<file path="src/rtl/connect_four_pkg.sv">
// Shared types and defaults for the Connect Four board logic.
package connect_four_pkg;

  typedef enum logic [1:0] {
    EMPTY = 2'b00,
    RED   = 2'b01,
    GREEN = 2'b10
  } cell_t;

  typedef enum logic [1:0] {
    IDLE,
    FALL,
    CHECK
  } col_state_t;

  localparam int ROWS_DEF    = 6;
  localparam int WIN_LEN_DEF = 4;

  function automatic logic valid_colour(input logic [1:0] c);
    return (c == RED) || (c == GREEN);
  endfunction

endpackage

</file>
<file path="src/rtl/column_run_detect.sv">
// Counts same-colour cells downward from a top index and flags a run of at
// least WIN_LEN; shared with the row and diagonal checkers.
module column_run_detect
  import connect_four_pkg::*;
#(
  parameter int   ROWS    = ROWS_DEF,
  parameter int   WIN_LEN = WIN_LEN_DEF,
  localparam int  IDX_W   = (ROWS > 1) ? $clog2(ROWS) : 1
) (
  input  logic [2*ROWS-1:0] cells,
  input  logic [IDX_W-1:0]  top,
  input  logic [1:0]        colour,
  output logic              run
);

  int   count;
  logic broken;

  always_comb begin
    count  = 0;
    broken = 1'b0;
    for (int r = ROWS - 1; r >= 0; r--) begin
      if (r <= int'(top) && !broken) begin
        // An empty colour never forms a run.
        if (colour != EMPTY && cells[2*r +: 2] == colour) begin
          count = count + 1;
        end else begin
          broken = 1'b1;
        end
      end
    end
    run = (count >= WIN_LEN);
  end

endmodule

</file>
<file path="src/rtl/connect_four_column.sv">
// One board column: accepts drops, animates the falling piece one row per
// tick, commits it to the stack and flags a vertical win.
module connect_four_column
  import connect_four_pkg::*;
#(
  parameter int  ROWS     = ROWS_DEF,
  parameter int  WIN_LEN  = WIN_LEN_DEF,
  localparam int HEIGHT_W = $clog2(ROWS + 1),
  localparam int IDX_W    = (ROWS > 1) ? $clog2(ROWS) : 1
) (
  input  logic                clock,
  input  logic                reset,
  input  logic                tick,
  input  logic                drop,
  input  logic [1:0]          player,
  input  logic                clear,
  output logic [2*ROWS-1:0]   cells,
  output logic [HEIGHT_W-1:0] height,
  output logic                full,
  output logic                busy,
  output logic                accept,
  output logic                reject,
  output logic                done,
  output logic [1:0]          win
);

  col_state_t          state;
  col_state_t          state_next;
  logic [HEIGHT_W-1:0] pos;
  logic [HEIGHT_W-1:0] height_q;
  logic [1:0]          pcol;
  logic [1:0]          win_q;
  logic [2*ROWS-1:0]   board;
  logic                accept_q;
  logic                reject_q;
  logic                take;
  logic                step_tick;
  logic                landing;
  logic                run;
  logic [IDX_W-1:0]    top_idx;

  assign full      = (height_q == HEIGHT_W'(ROWS));
  assign take      = (state == IDLE) && drop && valid_colour(player) && !full &&
                     (win_q == EMPTY);
  assign step_tick = (state == FALL) && tick;
  assign landing   = step_tick && (pos == height_q);
  assign top_idx   = IDX_W'(height_q - 1'b1);

  column_run_detect #(
    .ROWS    (ROWS),
    .WIN_LEN (WIN_LEN)
  ) u_run (
    .cells  (board),
    .top    (top_idx),
    .colour (pcol),
    .run    (run)
  );

  always_ff @(posedge clock or negedge reset) begin
    if (!reset) begin
      state <= IDLE;
    end else begin
      state <= state_next;
    end
  end

  always_comb begin
    state_next = state;
    if (clear) begin
      state_next = IDLE;
    end else begin
      case (state)
        IDLE:    if (take) state_next = FALL;
        FALL:    if (landing) state_next = CHECK;
        CHECK:   state_next = IDLE;
        default: state_next = IDLE;
      endcase
    end
  end

  always_ff @(posedge clock or negedge reset) begin
    if (!reset) begin
      board    <= '0;
      height_q <= '0;
      pos      <= '0;
      pcol     <= '0;
      win_q    <= '0;
      accept_q <= 1'b0;
      reject_q <= 1'b0;
    end else if (clear) begin
      board    <= '0;
      height_q <= '0;
      pos      <= '0;
      pcol     <= '0;
      win_q    <= '0;
      accept_q <= 1'b0;
      reject_q <= 1'b0;
    end else begin
      accept_q <= take;
      // A refusal on the landing edge is swallowed so it never overlaps done.
      reject_q <= drop && !take && !landing;
      if (take) begin
        pcol <= player;
        pos  <= HEIGHT_W'(ROWS - 1);
      end
      if (landing) begin
        board[2*int'(pos) +: 2] <= pcol;
        height_q                <= height_q + 1'b1;
      end else if (step_tick) begin
        pos <= pos - 1'b1;
      end
      if (state == CHECK && run) begin
        win_q <= pcol;
      end
    end
  end

  always_comb begin
    busy  = (state != IDLE);
    done  = (state == CHECK);
    win   = win_q;
    cells = board;
    // The win is shown during the check cycle so it appears alongside done.
    if (state == CHECK && run) begin
      win = pcol;
    end
    if (state == FALL) begin
      cells[2*int'(pos) +: 2] = pcol;
    end
  end

  assign height = height_q;
  assign accept = accept_q;
  assign reject = reject_q;

endmodule
</file>
<file path="config.mk">
export PLATFORM = sky130hd
export DESIGN_NAME = connect_four_column
export DESIGN_NICKNAME = d
export VERILOG_FILES = /design/src/rtl/connect_four_pkg.sv /design/src/rtl/column_run_detect.sv /design/src/rtl/connect_four_column.sv
export SDC_FILE = /design/constraint.sdc
export NUM_CORES = 1
export LEC_CHECK = 0
export CAP_MARGIN = 10
export CORE_MARGIN = 2
export CORE_UTILIZATION = 30
export DETAILED_ROUTE_END_ITERATION = 6
export SLEW_MARGIN = 5
export SYNTH_ARGS = -nofsm -noshare
export SYNTH_HDL_FRONTEND = slang
export SYNTH_SLANG_ARGS = --single-unit
</file>
<file path="constraint.sdc">
create_clock -name clock -period 9.9 [get_ports clock]
set_clock_uncertainty 0.15 [all_clocks]
set_input_delay 0.99 -clock clock [delete_from_list [all_inputs] [get_ports clock]]
set_output_delay 0.99 -clock clock [all_outputs]
set_load 0.05 [all_outputs]
</file>
; ---- After elaboration in Yosys (flattened, before gate mapping)
; Index checks and enable logic that the tools add are counted.
[word_totals]
reg_bits = 26
latch_bits = 0
ram_bits = 0
mem_bits_ro = 0
inputBits = 7
out_inout_bits = 22
n_memories = 0
[classes]
addsub = 9
mul = 0
n_div = 0
order_cmp = 6
eq_ne = 14
n_shift = 2
n_mux = 42
bitwise = 0
n_reduce_logical = 34
[op_table]
columns = cell, count
row1 = 2-to-1 mux 32 bit, 10
row2 = "adder 32 x 2 -> 32 bit, second input constant", 5
row3 = 2-to-1 mux 12 bit, 3
row4 = negator 4 -> 33 bit, 1
row5 = "variable shift 2 x 33 -> 12 bit, first input constant", 1
row6 = variable part select 2 x 33 -> 12 bit, 1
row7 = "greater-or-equal comparator 32 x 4 -> 1 bit, second input constant", 1
row8 = logical AND 1 bit, 19
row9 = 2-to-1 mux 3 bit, 6
row10 = 2-to-1 mux 1 bit, 14
row11 = 2-to-1 mux 2 bit, 7
row12 = bitwise mux 12 bit, 1
row13 = == test 2 bit, 6
row14 = nonzero test 2 bit, 4
row15 = logical NOT 1 bit, 7
row16 = "<= comparator 2 x 3 -> 1 bit, first input constant", 2
row17 = "<= comparator 3 bit, first input constant", 2
row18 = "inequality test 3 bit, second input constant", 2
row19 = "subtractor 3 x 1 -> 3 bit, second input constant", 2
row20 = "== test 2 x 1 -> 1 bit, second input constant", 2
row21 = "== test 2 bit, second input constant", 2
row22 = logical NOT 2 bit, 2
row23 = one-hot mux 2 bit (2 select lines), 1
row24 = "adder 3 x 1 -> 3 bit, second input constant", 1
row25 = 5 further kinds, 5

; ---- Logic depth before layout (Yosys ltp)
; Gate-level depths: netlist of the first run.
[logic_depth]
word_depth = 23
depth_mapped = 24
depth_no_buf = 22

; ---- Cells and area by module
; Synthesis of the first run repeated with hierarchy kept, for this count alone.
[unflattened]
hier_cells = 281
area_unflattened_um2 = 2429.8
[modules_own_cells]
columns = module, n_inst, cells_each, area_per_inst_um2, seq_area_each_um2
row1 = connect_four_column, 1, 185, 1662.8, 650.6
row2 = column_run_detect, 1, 96, 767.0, 0.0

; ---- Least setup slack after synthesis of the first run
; Ideal clock, no wire load.
[synth_path]
kind = register to output
startpoint = register height_q[0] (netlist: height[0])
endpoint = output port win[0]
t_arrival_ns = 5.277
setup_slack_ns = 3.483
stages_incl_launch_ff = 25
n_path_buf = 2
cell_sequence = dfrtp_1 -> buf_4 -> inv_1 -> ha_1 -> nand2_1 -> nand2_1 -> nor2_1 -> ha_1 -> and3_1 -> buf_6 -> ha_1 -> mux2_2 -> ha_1 -> mux2_1 -> o32ai_1 -> a21oi_1 -> ha_1 -> mux2_2 -> ha_1 -> o211ai_1 -> nor2_1 -> a21boi_1 -> a21boi_1 -> o21a_4 -> mux2_4
[synth_via]
elab_chain_cells = 21
word_cells_on_any_way = 42
[synth_lines]
columns = element, line
row1 = start: declaration, connect_four_column.sv:30  ; logic [HEIGHT_W-1:0] height_q;
row2 = start signal: assignment, connect_four_column.sv:108  ; height_q <= height_q + 1'b1;
row3 = subtractor 3 x 1 -> 3 bit (*), connect_four_column.sv:47  ; assign top_idx = IDX_W'(height_q - 1'b1);
row4 = <= comparator 3 bit, column_run_detect.sv:23  ; if (r <= int'(top) && !broken) begin
row5 = 2-to-1 mux 1 bit, column_run_detect.sv:23
row6 = adder 32 x 2 -> 32 bit / logical NOT 1 bit (equally long branches), "column_run_detect.sv:26, column_run_detect.sv:23"
row7 = 2-to-1 mux 32 bit / logical AND 1 bit (equally long branches), "column_run_detect.sv:25, column_run_detect.sv:23"
row8 = 2-to-1 mux 32 bit / 2-to-1 mux 1 bit (equally long branches), column_run_detect.sv:23
row9 = adder 32 x 2 -> 32 bit / logical NOT 1 bit (equally long branches), "column_run_detect.sv:26, column_run_detect.sv:23"
row10 = 2-to-1 mux 32 bit / logical AND 1 bit (equally long branches), "column_run_detect.sv:25, column_run_detect.sv:23"
row11 = [... 5 more ...], -
row12 = 2-to-1 mux 32 bit / logical AND 1 bit (equally long branches), "column_run_detect.sv:25, column_run_detect.sv:23"
row13 = 2-to-1 mux 32 bit, column_run_detect.sv:23
row14 = adder 32 x 2 -> 32 bit, column_run_detect.sv:26  ; count = count + 1;
row15 = 2-to-1 mux 32 bit, column_run_detect.sv:25  ; if (colour != EMPTY && cells[2*r +: 2] == colour) begin
row16 = 2-to-1 mux 32 bit (*), column_run_detect.sv:23
row17 = greater-or-equal comparator 32 x 4 -> 1 bit (*), column_run_detect.sv:32  ; run = (count >= WIN_LEN);
row18 = logical AND 1 bit (*), connect_four_column.sv:124  ; if (state == CHECK && run) begin
row19 = 2-to-1 mux 2 bit (*), -
row20 = end: declaration, connect_four_column.sv:24  ; output logic [1:0] win
; Every way passes the cells marked *; elsewhere a longest branch is shown, timed or not.

; ---- Worst setup path after layout of the first run
[layout_path]
startpoint = register height_q[0] (netlist: height[0])
endpoint = output port win[1]
; Same word-level chain as after synthesis.

==> flow_metrics.env, run 1 <==
export IMPL_status="finished clean"
export IMPL_synth_cells=270
export IMPL_drtIter0Drc=76
export IMPL_vias=1994
export IMPL_final_common_cell="nor2_1"
export IMPL_portBuffers=28
export IMPL_setup_viol=0
export IMPL_routabilityCongestion=0.7954
export IMPL_drt_pass1_iterations=4
export IMPL_grt_util_all_layers=0.1382
export IMPL_synth_warning_count=0
export IMPL_critPathKind="reg -> out"
export IMPL_drcViolationCount=0
export IMPL_cts_hold_buf=0
export IMPL_synthArstFlopShare=1.000
export IMPL_grt_pass1_vias=2048
export IMPL_wirelength_um=5756
export IMPL_synth_flop_cell="dfrtp_1"
export IMPL_period_share=0.7460
export IMPL_rows=33
export IMPL_vdd_ir_drop_max_v=0.00007309
export IMPL_overflow=0
export IMPL_antenna_left=0
export IMPL_drv_cap=0
export IMPL_layout_min_cycle_time_ps=7386
export IMPL_synth_edf_count=0
export IMPL_cts_resized_gates=0
export IMPL_pin_count=29
export IMPL_setup_tns_ps=0
export IMPL_clkSlewWorstSetupHoldPaths_ps=90
export IMPL_worst_setup_path_start_kind="flop"
export IMPL_ys_seq_area_frac=0.2610
export IMPL_worst_slew_pin_slew_ps=1003
export IMPL_nets=314
export IMPL_numCtsBuffers=3
export IMPL_postLayoutCoreUtil=0.3538
export IMPL_cp_end_kind="output port"
export IMPL_cpMostUsedCell="ha_1"
export IMPL_grt_pass1_wl_um=9998
export IMPL_yosysUniqueCellTypes=65
export IMPL_area_growth_pct=15.46
export IMPL_critPathMaxStageDelay_ps=700
export IMPL_via_per_inst=5.035
export IMPL_grt_antenna_before_repair=0
export IMPL_worst_path_max_fanout=10
export IMPL_syn_avg_cell_area_um2=9.231
export IMPL_hp_class="reg -> reg"
export IMPL_syn_num_nets=291
export IMPL_total_power_w=0.0002417
export IMPL_grt_max_degree=29
export IMPL_cts_tree="done"
export IMPL_place_hpwl_um=4521
export IMPL_hold_violations=0
export IMPL_place_area_um2=2836
export IMPL_cts_sinks=26
export IMPL_drive_gt1_frac=0.1718
export IMPL_required_ps=8760
export IMPL_nFillCells=833
export IMPL_critPathSlowestCell="clkdlybuf4s50_1"
export IMPL_htreeDepth=1
export IMPL_max_freq_mhz=135.4
export IMPL_p_leak_nw=1.160
export IMPL_wl_per_cell_um=14.54
export IMPL_synth_area_um2=2492
export IMPL_post_cts_setup_buffers=0
export IMPL_clockBufferDepth=2
export IMPL_p_per_area_nw_per_um2=83.98
export IMPL_start_util=0.3064
export IMPL_die_height_um=95.15
export IMPL_die_area_um2=9054
export IMPL_core_um2=8134
export IMPL_die_w_um=95.15
export IMPL_final_cell_mix="nor2_1, nand2_1, clkdlybuf4s50_1, dfrtp_1, ha_1"
export IMPL_rsz0062_at_grt="false"
export IMPL_relSlewSlack=0.3295
export IMPL_synth_seq_cells=26
export IMPL_slew_viol_final=0
export IMPL_crit_chain="inv_1 > ha_1 > nand2_1 > nand2_1 > nor2_1 > ha_1 > and3_1 > ha_1 > mux2_2 > ha_1 > mux2_1 > o32ai_1 > a21oi_1 > ha_1 > mux2_2 > ha_1 > o211ai_1 > nor2_1 > a21boi_1 > a21boi_1 > o21a_4 > mux2_4 > clkdlybuf4s50_1"
export IMPL_root_buffer="clkbuf_8"
export IMPL_antenna_cells=0
export IMPL_insertion_delay_ps=270
export IMPL_cp_arrival_ps=6250
export IMPL_stdcell_area_um2=2878
==> per-layer routing <==
layer / vias to the layer above / share of wire / track usage
met5: - / 0 / 0
met4: 0 / 0.013 / 0.04348
met3: 6 / 0.027 / 0.01581
met2: 31 / 0.51 / 0.2394
met1: 964 / 0.45 / 0.1790
li1: 993 / - / -
==> cell usage after synthesis, types with 3 or more instances <==
| master | number | area [um2] |
|---|---|---|
| nor2b_1 | 5 | 31.28 |
| xor2_1 | 7 | 61.31 |
| xnor2_1 | 8 | 70.07 |
| mux2_2 | 13 | 146.4 |
| mux2i_1 | 12 | 120.1 |
| nand4_1 | 3 | 18.77 |
| a21oi_1 | 12 | 60.06 |
| ha_1 | 14 | 175.2 |
| dfrtp_1 | 26 | 650.6 |
| nand3_1 | 11 | 55.05 |
| inv_1 | 9 | 33.78 |
| a211oi_1 | 4 | 30.03 |
| clkbuf_1 | 6 | 22.52 |
| nor2_1 | 31 | 116.4 |
| nor3b_1 | 5 | 37.54 |
| nor4_1 | 3 | 18.77 |
| a32o_1 | 3 | 30.03 |
| o21ai_0 | 4 | 20.02 |
| nand2b_1 | 9 | 56.30 |
| nand2_1 | 28 | 105.1 |
| buf_6 | 5 | 56.30 |
==> worst paths after layout <==
kind                            end  slack [ps]  startpoint  depth (start not counted)
setup / recovery             win[1]        2510   height[0]                         23
hold / removal             board[2]         420    board[2]                          2
setup reg to reg           win_q[1]        4540   height[0]                         22
hold reg to reg            board[2]         420    board[2]                          2
max in group asynchronous  board[6]        8400       reset                          2
min in group asynchronous    accept         940       reset                          2
==> area by class of cell <==
cell class / count / area [um2] / area share
clock buffer: 3 / 41.29 / 0.01435
tap: 105 / 131.4 / 0.04565
multi-input combinational: 221 / 1710 / 0.5943
sequential: 26 / 650.6 / 0.2261
timing repair buffer: 32 / 310.3 / 0.1078
inverter: 9 / 33.78 / 0.01174
==> registers in the layout, indices dropped and copies added (netlist names) <==
register  cells
pcol          2
reject        1
pos           3
height        3
win_q         2
accept        1
state         2
board        12
==> logic make-up (layout without fill, tap and decap cells) <==
logic type / Yosys count / count (layout) / share of synthesized area
simple gates: 113 / 113 / 0.2380
compound gates: 47 / 47 / 0.1642
mux: 28 / 28 / 0.1235
flops: 26 / 26 / 0.2610
buf+inv: 23 / 44 / 0.05522
xor+xnor: 19 / 19 / 0.08786
fa+ha+maj: 14 / 14 / 0.07028
==> where the power goes <==
| group | internal (W) | switching, W | leakage (nW) |
|---|---|---|---|
| Sequential | 0.000110 | 0.00000553 | 0.358 |
| Combinational | 0.0000244 | 0.0000402 | 0.780 |
| Clock | 0.0000273 | 0.0000347 | 0.0216 |
==> per-stage QoR <==
step / setup WS [ps] / hold WS [ps] / instances
6_report: 2514 / 423.8 / 396
5_1_grt: 2122 / 459.6 / 396
4_1_cts: 2515 / 427.1 / 396
3_5_place_dp: 2820 / 414.8 / 393
3_3_place_gp: 2964 / 406.1 / 393
2_1_floorplan: 3483 / 370.5 / 270
==> critical path, delay by kind of cell, from the launching register on <==
kind,cells,cell delay [ps]
buffers and inverters,2,810
AOI/OAI and AO/OA,6,880
muxes,4,1120
adders and majority gates,6,1820
DFF,1,550
and+or+nand+nor,5,770
(Power assumes the default switching activity.)
==> run 2, diff against run 1 <==
==> constraint.sdc (replaced) <==
create_clock -name clock -period 6.2 [get_ports clock]
set_clock_uncertainty 0.15 [all_clocks]
set_input_delay 0.62 -clock clock [delete_from_list [all_inputs] [get_ports clock]]
set_output_delay 0.62 -clock clock [all_outputs]
set_load 0.05 [all_outputs]
==> run 2 against run 1 <==
Net effect:
- sequential power is 59% higher
- worst hold slack better by 10 ps
- total power rose by 62%
- sequential share of layout area fell by 0.40 points
- flip-flop and latch count unchanged
- critical path depth fell by 3
- combinational power grew 67%
- clock power increased by 61%
- routed wire length rose by 2.5%
- setup slack worse by 2300 ps
==> flow_metrics.env, run 2 (synthesized netlist as in run 1, its figures left out) <==
export IMPL_slew_viol_final=0
export IMPL_postLayoutCoreUtil=0.3609
export IMPL_nFillCells=813
export IMPL_cts_sinks=26
export IMPL_vias=2001
export IMPL_layout_min_cycle_time_ps=5951
export IMPL_relSlewSlack=0.3122
export IMPL_setup_tns_ps=0
export IMPL_cp_arrival_ps=5180
export IMPL_rsz0062_at_grt="false"
export IMPL_timing_rr_end="win_q[1]"
export IMPL_critPathKind="reg -> out"
export IMPL_worst_slew_pin_slew_ps=1029
export IMPL_drive_gt1_frac=0.2102
export IMPL_crit_chain="and2b_2 > a32o_1 > ha_1 > and3_4 > ha_1 > mux2_2 > ha_1 > mux2_1 > o32ai_2 > a21oi_1 > ha_1 > mux2_2 > ha_1 > o211ai_1 > nor2_1 > a21boi_1 > a21boi_1 > o21a_4 > mux2_4 > buf_4"
export IMPL_grt_antenna_before_repair=0
export IMPL_rrSetupSlack_ps=1390
export IMPL_antenna_left=0
export IMPL_grt_util_all_layers=0.1370
export IMPL_reg2regPathDepth=19
export IMPL_critPathSlowestCell="dfrtp_2"
export IMPL_insertion_delay_ps=280
export IMPL_clkSlewWorstSetupHoldPaths_ps=100
export IMPL_via_per_inst=5.003
export IMPL_critPathMaxStageDelay_ps=460
export IMPL_grt_max_degree=29
export IMPL_reg2reg_from="pcol[1]"
export IMPL_htreeDepth=1
export IMPL_drtIter0Drc=63
export IMPL_drcViolationCount=0
export IMPL_nets=318
export IMPL_core_um2=8134
export IMPL_required_ps=5430
export IMPL_grt_pass1_wl_um=9708
export IMPL_grt_pass1_vias=1902
export IMPL_die_w_um=95.15
export IMPL_die_height_um=95.15
export IMPL_pin_count=29
export IMPL_hp_class="reg -> reg"
export IMPL_die_area_um2=9054
export IMPL_wirelength_um=5898
export IMPL_p_per_area_nw_per_um2=133.3
export IMPL_worstHoldEndpoint="board[2]"
export IMPL_wl_per_cell_um=14.75
export IMPL_antenna_cells=0
export IMPL_p_leak_nw=1.185
export IMPL_cts_tree="done"
export IMPL_total_power_w=0.0003913
export IMPL_regMostFlops="board"
export IMPL_overflow=0
export IMPL_largest_reg_flops=12
export IMPL_final_common_cell="nor2_1"
export IMPL_routabilityCongestion=0.8020
export IMPL_drv_cap=0
export IMPL_setup_viol=0
export IMPL_cp_end_kind="output port"
export IMPL_drt_pass1_iterations=4
export IMPL_rows=33
export IMPL_clockBufferDepth=2
export IMPL_status="finished clean"
export IMPL_portBuffers=28
export IMPL_numCtsBuffers=3
export IMPL_start_util=0.3064
export IMPL_place_hpwl_um=4601
export IMPL_final_cell_mix="nor2_1, nand2_1, clkdlybuf4s50_1, dfrtp_1"
export IMPL_holdPathStages=2
export IMPL_hold_violations=0
export IMPL_holdCritStartpoint="board[2]"
export IMPL_vdd_ir_drop_max_v=0.00007513
export IMPL_worst_path_max_fanout=7
export IMPL_max_freq_mhz=168.0
export IMPL_root_buffer="clkbuf_8"
export IMPL_worst_setup_path_start_kind="flop"
export IMPL_period_share=0.9598
export IMPL_cpMostUsedCell="ha_1"
export IMPL_area_growth_pct=17.77
run 2: changes by cell type in the layout (fill, tap and decap cells not counted), sizes merged:
cell / previous run / this run
clkdlybuf4s50: 28 / 26
buf: 4 / 10
run 2: metal layers:
layer | global-route usage | share of wire | vias up
met5 | 0 | 0 | -
met4 | 0.03986 | 0.011 | 0
met3 | 0.01344 | 0.015 | 4
met2 | 0.2312 | 0.49 | 21
met1 | 0.1855 | 0.49 | 970
li1 | - | - | 1006
run 2: cell type report:
type	instances	area (um2)	share of cell area
Tap cell	105	131.4	0.04476
Inverter	9	33.78	0.01151
Timing Repair Buffer	36	339.1	0.1155
Sequential cell	26	651.9	0.2221
Clock buffer	3	41.29	0.01407
Multi-Input combinational cell	221	1738	0.5921
run 2: worst max-delay path: cells and delay by family (launching register included):
family          cells  cell delay [ps]
fa+ha+maj           5             1420
mux                 4             1140
compound gates      7             1110
simple gates        3              590
flops               1              460
buf+inv             1              190
run 2: per-stage QoR:
| step | setup slack [ps] | cells | hold WS [ps] | cell area [um2] |
|---|---|---|---|---|
| final | 249.0 | 400 | 434.1 | 2935 |
| after global routing | 3.038 | 400 | 475.0 | 2935 |
| after CTS | 37.61 | 398 | 434.8 | 2892 |
| after detailed placement | 155.5 | 394 | 420.7 | 2839 |
| after global placement | 279.4 | 394 | 419.1 | 2839 |
| after floorplan | 153.4 | 270 | 174.4 | 2492 |
run 2: worst max path at each step:
stage	from	to	slack [ps]
6_report	pcol[1]	win[1]	250
5_1_grt	height[1]	win[1]	3
4_1_cts	height[0]	win[1]	40
3_5_place_dp	height[1]	win[1]	160
3_3_place_gp	height[1]	win[1]	280
2_1_floorplan	height[0]	win[0]	150
run 2: power by group:
part	internal [W]	total [W]	switching, W
sequential	0.000175	0.000183	0.00000814
clock	0.0000437	0.000100	0.0000562
combinational	0.0000417	0.000108	0.0000664
total	0.000260	0.000391	0.000131
run 2: timing repair:
action / CTS / global route
setup endpoints to repair: 2 / 2
gates resized for setup: 2 / 7
endpoints found under the hold margin: 0 / 0
pin swaps: 0 / 0
hold buffers: 0 / 0
buffers inserted: 1 / 2
==> run 3, diff against run 2 <==
--- a/config.mk
+++ b/config.mk
@@ -6,10 +6,12 @@
 export NUM_CORES = 1
 export LEC_CHECK = 0
 export CAP_MARGIN = 10
-export CORE_MARGIN = 2
+export CORE_MARGIN = 4
 export CORE_UTILIZATION = 30
 export DETAILED_ROUTE_END_ITERATION = 6
+export DONT_BUFFER_PORTS = 1
 export SLEW_MARGIN = 5
 export SYNTH_ARGS = -nofsm -noshare
 export SYNTH_HDL_FRONTEND = slang
+export SYNTH_HIERARCHICAL = 1
 export SYNTH_SLANG_ARGS = --single-unit
==> run 3 against run 2 <==
Net effect:
- combinational power fell by 8%
- area after synthesis decreased by 2.5%
- worst hold slack got worse by 190 ps
- routed wire length increased by 2.6%
- critical path type unchanged
- critical endpoint unchanged
- largest cell class unchanged
==> flow_metrics.env, run 3 <==
export IMPL_status="finished clean"
export IMPL_root_buffer="clkbuf_8"
export IMPL_cp_end_kind="output port"
export IMPL_synth_cells=281
export IMPL_die_height_um=98.00
export IMPL_cts_sinks=26
export IMPL_syn_avg_cell_area_um2=8.647
export IMPL_final_common_cell="dfrtp_1"
export IMPL_drive_gt1_frac=0.1702
export IMPL_drt_pass1_iterations=4
export IMPL_total_power_w=0.0004326
export IMPL_vdd_ir_drop_max_v=0.0001371
export IMPL_drv_cap=0
export IMPL_regMostFlops="board"
export IMPL_hold_violations=0
export IMPL_period_share=0.9614
export IMPL_grt_pass1_wl_um=9894
export IMPL_p_per_area_nw_per_um2=159.3
export IMPL_synth_common_cells="dfrtp_1, nand2_1, nor2_1"
export IMPL_area_growth_pct=11.74
export IMPL_insertion_delay_ps=280
export IMPL_grt_antenna_before_repair=0
export IMPL_synth_warning_count=6
export IMPL_worst_slack_ps=239.2
export IMPL_overflow=0
export IMPL_layout_min_cycle_time_ps=5961
export IMPL_clockBufferDepth=2
export IMPL_setup_tns_ps=0
export IMPL_synth_top_area_share=0.2678
export IMPL_grt_util_all_layers=0.1226
export IMPL_slew_viol_final=0
export IMPL_wirelength_um=6052
export IMPL_dpl_cell_count=375
export IMPL_clkSlewWorstSetupHoldPaths_ps=100
export IMPL_nets=305
export IMPL_rows=32
export IMPL_max_freq_mhz=167.8
export IMPL_synth_area_um2=2430
export IMPL_synth_seq_cells=26
export IMPL_synthArstFlopShare=1.000
export IMPL_ys_seq_area_frac=0.2678
export IMPL_cts_tree="done"
export IMPL_antenna_left=0
export IMPL_die_area_um2=9603
export IMPL_relSlewSlack=0.2309
export IMPL_final_cell_mix="dfrtp_1, nand2_1, nor2_1, nand3_1"
export IMPL_required_ps=5430
export IMPL_synth_largest_area_cell="dfrtp_1"
export IMPL_postLayoutCoreUtil=0.3478
export IMPL_worst_path_max_fanout=5
export IMPL_grt_max_degree=33
export IMPL_netlist_top_cells_area="dfrtp_1, ha_1, nand2_1"
export IMPL_core_um2=7807
export IMPL_cp_arrival_ps=5190
export IMPL_drcViolationCount=0
export IMPL_start_util=0.3112
export IMPL_pin_count=29
export IMPL_via_per_inst=5.440
export IMPL_syn_num_nets=303
export IMPL_critPathKind="reg -> out"
export IMPL_antenna_cells=0
export IMPL_vias=2089
export IMPL_portBuffers=0
export IMPL_wl_per_cell_um=15.76
export IMPL_setup_viol=0
export IMPL_hp_class="in -> reg"
export IMPL_die_w_um=98.00
export IMPL_stdcell_count=384
export IMPL_synth_edf_count=0
export IMPL_grt_pass1_vias=2002
export IMPL_drtIter0Drc=51
export IMPL_numCtsBuffers=3
export IMPL_htreeDepth=1
export IMPL_worst_setup_path_start_kind="flop"
export IMPL_worst_slew_pin_slew_ps=1122
export IMPL_pre_cts_slack_ps=210.7
export IMPL_routabilityCongestion=0.7988
export IMPL_place_hpwl_um=4570
export IMPL_p_leak_nw=1.063
export IMPL_synth_flop_cell="dfrtp_1"
export IMPL_largest_reg_flops=12
export IMPL_yosysUniqueCellTypes=60
-- run 3: routing by layer --
metal  share of wire  up-vias  GRT usage  wire, um
met4           0.010        0    0.03514        62
met2            0.51       33     0.2126      3085
met1            0.45     1029     0.1588      2711
li1                -     1021          -         -
met5               0        -          0         0
met3           0.032        6    0.01643       192
-- run 3: area by class of cell --
cell class | instances | area (um2)
clock inverters | 1 | 30.03
inverters | 14 | 52.55
clock buffers | 3 | 41.29
fillers | 819 | 5092
flip-flops and latches | 26 | 653.1
repair buffers | 14 | 120.1
well taps | 102 | 127.6
multi-input cells | 224 | 1690
-- run 3: timing repair --
item / in CTS / in global routing
resized for setup: 1 / 12
hold buffers: 2 / 0
endpoints found under the hold margin: 26 / 0
pin swaps: 0 / 6
setup endpoints to repair: 2 / 2
buffers inserted: 0 / 3
-- run 3: path summary, 6_finish.rpt --
kind	slack, ps	startpoint	endpoint	cells past startpoint
max	240	height[0]	win[1]	25
max in group asynchronous	5120	reset	height[0]	2
max reg2reg	880	height[0]	win_q[1]	26
min in group asynchronous	610	reset	pcol[0]	2
min reg2reg	440	board[6]	board[6]	2
min	250	clear	height[0]	1
-- run 3: stage by stage --
step / area (um2) / hold WS [ps]
final: 2715 / 246.4
after global routing: 2715 / 229.4
after CTS: 2640 / 236.1
after detailed placement: 2536 / 175.2
after global placement: 2536 / 175.2
after floorplan: 2431 / 174.4
-- run 3: power breakdown --
part           leakage (nW)  switching [W]  internal (W)  total (W)
combinational         0.672      0.0000669     0.0000328  0.0000998
sequential            0.355      0.0000125      0.000175   0.000187
clock                0.0357      0.0000591     0.0000865   0.000146
total                  1.06       0.000139      0.000294   0.000433
-- run 3: cells by family (layout without fill, tap and decap cells) --
| logic type | Yosys count | count (layout) | synth area share |
|---|---|---|---|
| xor+xnor | 15 | 15 | 0.06025 |
| fa+ha+maj | 15 | 15 | 0.07724 |
| buf+inv | 31 | 32 | 0.05870 |
| flops | 26 | 26 | 0.2678 |
| mux | 10 | 10 | 0.04428 |
| simple gates | 114 | 114 | 0.2781 |
| compound gates | 70 | 70 | 0.2137 |
-- run 3: critical path, stage by stage (launching register included) --
cell      delay, ps
dfrtp_2         370
inv_1            50
ha_1            300
inv_1            70
or2_2           300
nand2_2          80
nor2b_1          50
ha_1            300
nand2_2          90
nor2_4           40
ha_1            280
nand3_1          90
o21ai_2         180
o21bai_4        160
ha_4            220
mux2_2          270
ha_1            300
mux2_2          260
ha_1            190
o211ai_1        100
a21oi_2          80
and4b_1         220
a211oi_1        210
nand3_1         160
nand2_2         130
mux2_4          400
